`config.mk`:
```
export PLATFORM = sky130hd
export DESIGN_NAME = watch_alarm
export DESIGN_NICKNAME = d
export VERILOG_FILES = /design/src/rtl/watch_alarm.sv
export SDC_FILE = /design/constraint.sdc
export NUM_CORES = 1
export LEC_CHECK = 0
export CAP_MARGIN = 20
export CORE_MARGIN = 2
export CORE_UTILIZATION = 30
export DETAILED_ROUTE_END_ITERATION = 12
export HOLD_SLACK_MARGIN = 0.06
export PLACE_DENSITY_LB_ADDON = 0.2
export REMOVE_ABC_BUFFERS = 1
export SYNTH_ARGS = -nofsm -noshare
export SYNTH_HDL_FRONTEND = slang
export SYNTH_SLANG_ARGS = --single-unit
```
`constraint.sdc`:
```
create_clock -name clk -period 3 [get_ports clk]
set_clock_uncertainty 0.15 [all_clocks]
set_input_delay 0.6 -clock clk [delete_from_list [all_inputs] [get_ports clk]]
set_output_delay 0.6 -clock clk [all_outputs]
set_load 0.02 [all_outputs]
```
`src/rtl/watch_alarm.sv`:
```
// rtl/watch_alarm.sv - time-of-day counter with loadable alarm and timed ring output
module watch_alarm #(
    parameter int HOUR_MOD  = 24,
    parameter int ALARM_SEC = 60
) (
    input  logic       clk,
    input  logic       rst,
    input  logic       ld,
    input  logic [4:0] hour_in,
    input  logic [5:0] min_in,
    input  logic [5:0] sec_in,
    input  logic       pm_in,
    input  logic       ci,
    output logic       co,
    output logic [4:0] hour_out,
    output logic [5:0] min_out,
    output logic [5:0] sec_out,
    output logic       pm_out,
    input  logic       al_ld,
    input  logic [4:0] al_hour_in,
    input  logic [5:0] al_min_in,
    input  logic       al_pm_in,
    input  logic       al_en,
    input  logic       al_stop,
    output logic       alarm,
    output logic [4:0] al_hour_out,
    output logic [5:0] al_min_out,
    output logic       al_pm_out
);
    localparam bit         IS12     = (HOUR_MOD == 12);
    localparam logic [4:0] HOUR_RST = IS12 ? 5'd12 : 5'd0;
    localparam logic [7:0] AL_LOAD  = 8'(ALARM_SEC);

    typedef enum logic {IDLE, RING} state_t;

    logic [4:0] hour_q, hour_d, al_hour_q, al_hour_d;
    logic [5:0] min_q, min_d, sec_q, sec_d, al_min_q, al_min_d;
    logic       pm_q, pm_d, al_pm_q, al_pm_d;
    logic [7:0] cnt_q, cnt_d;
    state_t     state_q, state_d;
    logic       cnt_ev, match;

    function automatic logic [4:0] san_hour(input logic [4:0] h);
        if (IS12) return ((h == 5'd0) || (h > 5'd12)) ? 5'd12 : h;
        return (h > 5'd23) ? 5'd0 : h;
    endfunction

    function automatic logic [5:0] san_ms(input logic [5:0] v);
        return (v > 6'd59) ? 6'd0 : v;
    endfunction

    assign cnt_ev = ci & ~ld;

    always_comb begin
        sec_d  = sec_q;
        min_d  = min_q;
        hour_d = hour_q;
        pm_d   = pm_q;
        if (ld) begin
            sec_d  = san_ms(sec_in);
            min_d  = san_ms(min_in);
            hour_d = san_hour(hour_in);
            pm_d   = IS12 ? pm_in : 1'b0;
        end else if (ci) begin
            if (sec_q == 6'd59) begin
                sec_d = 6'd0;
                if (min_q == 6'd59) begin
                    min_d = 6'd0;
                    if (IS12) begin
                        hour_d = (hour_q == 5'd12) ? 5'd1 : hour_q + 5'd1;
                        if (hour_q == 5'd11) pm_d = ~pm_q;
                    end else begin
                        hour_d = (hour_q == 5'd23) ? 5'd0 : hour_q + 5'd1;
                    end
                end else begin
                    min_d = min_q + 6'd1;
                end
            end else begin
                sec_d = sec_q + 6'd1;
            end
        end
    end

    always_comb begin
        al_hour_d = al_hour_q;
        al_min_d  = al_min_q;
        al_pm_d   = al_pm_q;
        if (al_ld) begin
            al_hour_d = san_hour(al_hour_in);
            al_min_d  = san_ms(al_min_in);
            al_pm_d   = IS12 ? al_pm_in : 1'b0;
        end
    end

    // Only a counted second can hit the alarm; loading the same time never rings.
    assign match = cnt_ev && al_en && (hour_d == al_hour_q) && (min_d == al_min_q)
                   && (sec_d == 6'd0) && (!IS12 || (pm_d == al_pm_q));

    always_comb begin
        state_d = state_q;
        cnt_d   = cnt_q;
        if (!al_en || al_stop) begin
            state_d = IDLE;
            cnt_d   = 8'd0;
        end else if (match) begin
            state_d = RING;
            cnt_d   = AL_LOAD;
        end else if ((state_q == RING) && cnt_ev) begin
            cnt_d = cnt_q - 8'd1;
            if (cnt_q <= 8'd1) state_d = IDLE;
        end
    end

    always_ff @(posedge clk) begin
        if (rst) begin
            hour_q    <= HOUR_RST;
            min_q     <= 6'd0;
            sec_q     <= 6'd0;
            pm_q      <= 1'b0;
            al_hour_q <= HOUR_RST;
            al_min_q  <= 6'd0;
            al_pm_q   <= 1'b0;
            state_q   <= IDLE;
            cnt_q     <= 8'd0;
        end else begin
            hour_q    <= hour_d;
            min_q     <= min_d;
            sec_q     <= sec_d;
            pm_q      <= pm_d;
            al_hour_q <= al_hour_d;
            al_min_q  <= al_min_d;
            al_pm_q   <= al_pm_d;
            state_q   <= state_d;
            cnt_q     <= cnt_d;
        end
    end

    assign co = cnt_ev & ~rst & (sec_q == 6'd59) & (min_q == 6'd59)
                & (IS12 ? ((hour_q == 5'd11) & pm_q) : (hour_q == 5'd23));

    assign hour_out    = hour_q;
    assign min_out     = min_q;
    assign sec_out     = sec_q;
    assign pm_out      = IS12 ? pm_q : (hour_q >= 5'd12);
    assign al_hour_out = al_hour_q;
    assign al_min_out  = al_min_q;
    assign al_pm_out   = IS12 ? al_pm_q : (al_hour_q >= 5'd12);
    assign alarm       = (state_q == RING);
endmodule

```
==> flow_summary.toml <==
[logic_synthesis]
synthTopCellsByCount = "dfxtp_1 (37), nand2_1 (32), nor2_1 (32)"
synth.distinct_cells = 59
synth_area_leaders = "dfxtp_1 (31%), nand3_1 (5.2%), nand2_1 (5.0%), nor2_1 (5.0%), xor2_1 (4.3%)"
synth_most_common_cell = "dfxtp_1"
synth_ff_type = "dfxtp_1"
yosys_register_bits = 37
synth_edf_count = 0
syn_area_mm2 = 0.00242
seq_area_frac_synth_pct = 30.6
synth-warning-count = 0
syn_area_per_cell_um2 = 7.95
async_flop_share_pct = 0
yosys.area.top_type = "dfxtp_1"
yosysTopAreaCellShare_pct = 30.6
synth_cells = 305

[cells_and_area]
seqCellArea_um2 = 741
layout-drive-gt1-share_pct = 14.9
nFillCells = 804
area_growth_pct = 45.5
diodes = 0
multiInputGateArea_mm2 = 0.00161
fin_util_pct = 45.4
fin_nets = 446
instances_no_fill = 506

[hold_path]
worstHoldStart = "alarm"
min_to = "alarm"
worstHoldPathType = "reg -> reg"
hold_depth = 2

[setup_path]
path_buf_inv = 3
critPathArrivalTime_ns = 2.12
max_stage_delay_ns = 0.50
endpoint_kind = "output pin"
critPathKind = "in -> out"
r2r-end = "cnt_q[1]"
crit_fanout = 9
rrSetupSlack_ns = 0.23
r2r_start = "sec_out[1]"
cp_slowest_cell = "or4_1"
path_delay_family = "buffers and inverters"
worstPathRequired_ns = 2.25
crit_chain = "clkdlybuf4s50_1 -> buf_4 -> or4_1 -> nor2_1 -> dlygate4sd2_1"
r2r_cells = 9
critPathLaunchType = "input pin"

[placed_design]
place.gp.congestion = 0.806
dp_hpwl_um = 5350
io_buffers = 66
numPlacedInstances = 498

[clock_network]
cts_buffers = 5
clk_latency_ns = 0.28
cts_sinks = 37
cts.hold.buffers_added = 0
clk_pin_slew_ns = 0.07
cts.htree.levels = 2
cts_setup_buffers = 0
cts_resized = 3
cts_root_buf = "clkbuf_8"
clk_path_buf_depth = 2
cts_tree = "done"

[timing]
setup-violations-final = 0
drv_slew = 0
period_share_pct = 95.8
finalHoldViolCount = 0
maxSlewHeadroom_pct = 59.6
fmax_ghz = 0.348
tightest_slew_ns = 0.603
period_needed_ns = 2.87
rsz0062_at_grt = "no"

[routing]
wl_per_cell_um = 13.6
num_vias = 2538
wl_um = 6900
vias_per_cell = 5.02
drc = 0
drt_iter0_markers = 107
dr.pass1.iters = 4
ant_nets = 0

[status]
status = "completed"

[flow_run]
maxCapViolations = 0

[floorplan]
die_w_um = 93.9
core_area_mm2 = 0.00777
rows = 32
io_pins = 69
die_y_um = 93.9
start_util_pct = 31.2
die_area_mm2 = 0.00881

[global_route]
grt_pass1_wl_um = 11700
grt_max_degree = 30
grtUsageTotal_pct = 16.5
antenna_found_initial = 0
gr-total-overflow = 0
grt_pass1_vias = 2509

[pwr]
ir_drop_v = 0.000149
p_leak_uw = 0.00139
power.density_mw_per_mm2 = 331
==> cell families after synthesis <==
logic type,count (synthesis),synth area share (%)
compound gates,60,16.5
flops,37,30.6
mux,7,2.99
xor+xnor,21,7.59
buf+inv,19,3.56
simple gates,155,35.7
fa+ha+maj,6,3.10
==> sequential cells by signal, indices dropped and copies added, names as in the netlist <==
signal and cells:
cnt_q 8, al_min_out 6, min_out 6, sec_out 6, al_hour_out 5, hour_out 5, alarm 1
==> routing by layer <==
metal | track usage, % | vias up | wire length [um]
met1 | 21.6 | 1155 | 3240
li1 | - | 1316 | -
met4 | 3.74 | 0 | 52
met2 | 27.5 | 63 | 3280
met3 | 3.85 | 4 | 335
met5 | 0 | - | 0
==> stage by stage <==
stage / hold slack (ns) / power (uW) / instance area, um^2 / worst slack [ns] / TNS (ns)
after floorplan: 0.375 / 671 / 2360 / 0.267 / 0
after global placement: 0.331 / 844 / 3430 / -0.231 / -2.09
after detailed placement: 0.334 / 846 / 3430 / -0.254 / -2.35
after CTS: 0.344 / 1190 / 3520 / 0.0521 / 0
after global routing: 0.365 / 1240 / 3530 / 0.0554 / 0
final: 0.341 / 1170 / 3530 / 0.127 / 0
==> worst reg2reg max path, delay by kind of cell, from the launching register on <==
family                   cells  cell delay, ns
AO/OA/AOI/OAI                1            0.07
adder cells (fa/ha/maj)      1            0.29
flip-flops                   1            0.40
AND/OR/NAND/NOR              7            1.75
==> cell type report <==
type | instances | share of cell area (%)
sequential | 37 | 21.0
tap | 102 | 3.62
inverter | 6 | 0.639
multi-input combinational | 249 | 45.6
clock buffer | 8 | 2.27
timing repair buffer | 104 | 26.9
==> layout by cell type, fill, tap and decap left out, types with 2 or more instances in the layout <==
| cell | count |
|---|---|
| o211ai_1 | 2 |
| a211oi_1 | 2 |
| nor4_1 | 3 |
| nand3_1 | 25 |
| nand3b_1 | 4 |
| nor2_2 | 5 |
| inv_1 | 6 |
| ha_1 | 6 |
| o21ai_0 | 7 |
| clkdlybuf4s50_1 | 64 |
| a32oi_1 | 3 |
| nor2_1 | 32 |
| a22oi_1 | 6 |
| a21oi_1 | 11 |
| and3_1 | 2 |
| nor2b_1 | 11 |
| clkbuf_8 | 5 |
| o2111ai_1 | 2 |
| nand2b_1 | 3 |
| a21o_1 | 2 |
| o31ai_1 | 2 |
| nor3_1 | 10 |
| nor4_4 | 2 |
| mux2_1 | 2 |
| xnor2_1 | 9 |
| buf_4 | 38 |
| nand2_1 | 32 |
| clkbuf_1 | 3 |
| dfxtp_1 | 37 |
| a31oi_1 | 12 |
| o21ai_1 | 3 |
| or3_1 | 2 |
| nand4_1 | 8 |
| xor2_1 | 12 |
| mux2i_1 | 5 |
==> worst max-delay path by stage <==
stage / startpoint / to / slack [ns] / cells past startpoint
2_1_floorplan: sec_out[0] / cnt_q[0] / 0.27 / 9
3_3_place_gp: ci / cnt_q[6] / -0.23 / 9
3_5_place_dp: ci / cnt_q[1] / -0.25 / 10
4_1_cts: ci / cnt_q[1] / 0.05 / 9
5_1_grt: ld / cnt_q[1] / 0.06 / 11
6_report: ld / co / 0.13 / 5
==> report_power, final <==
group	internal, uW	switching (uW)	leakage (uW)
clock	165	166	0.0000395
combinational	155	136	0.00105
sequential	512	34.1	0.000303
total	832	337	0.00139
Power figures use the tool's default switching activity.
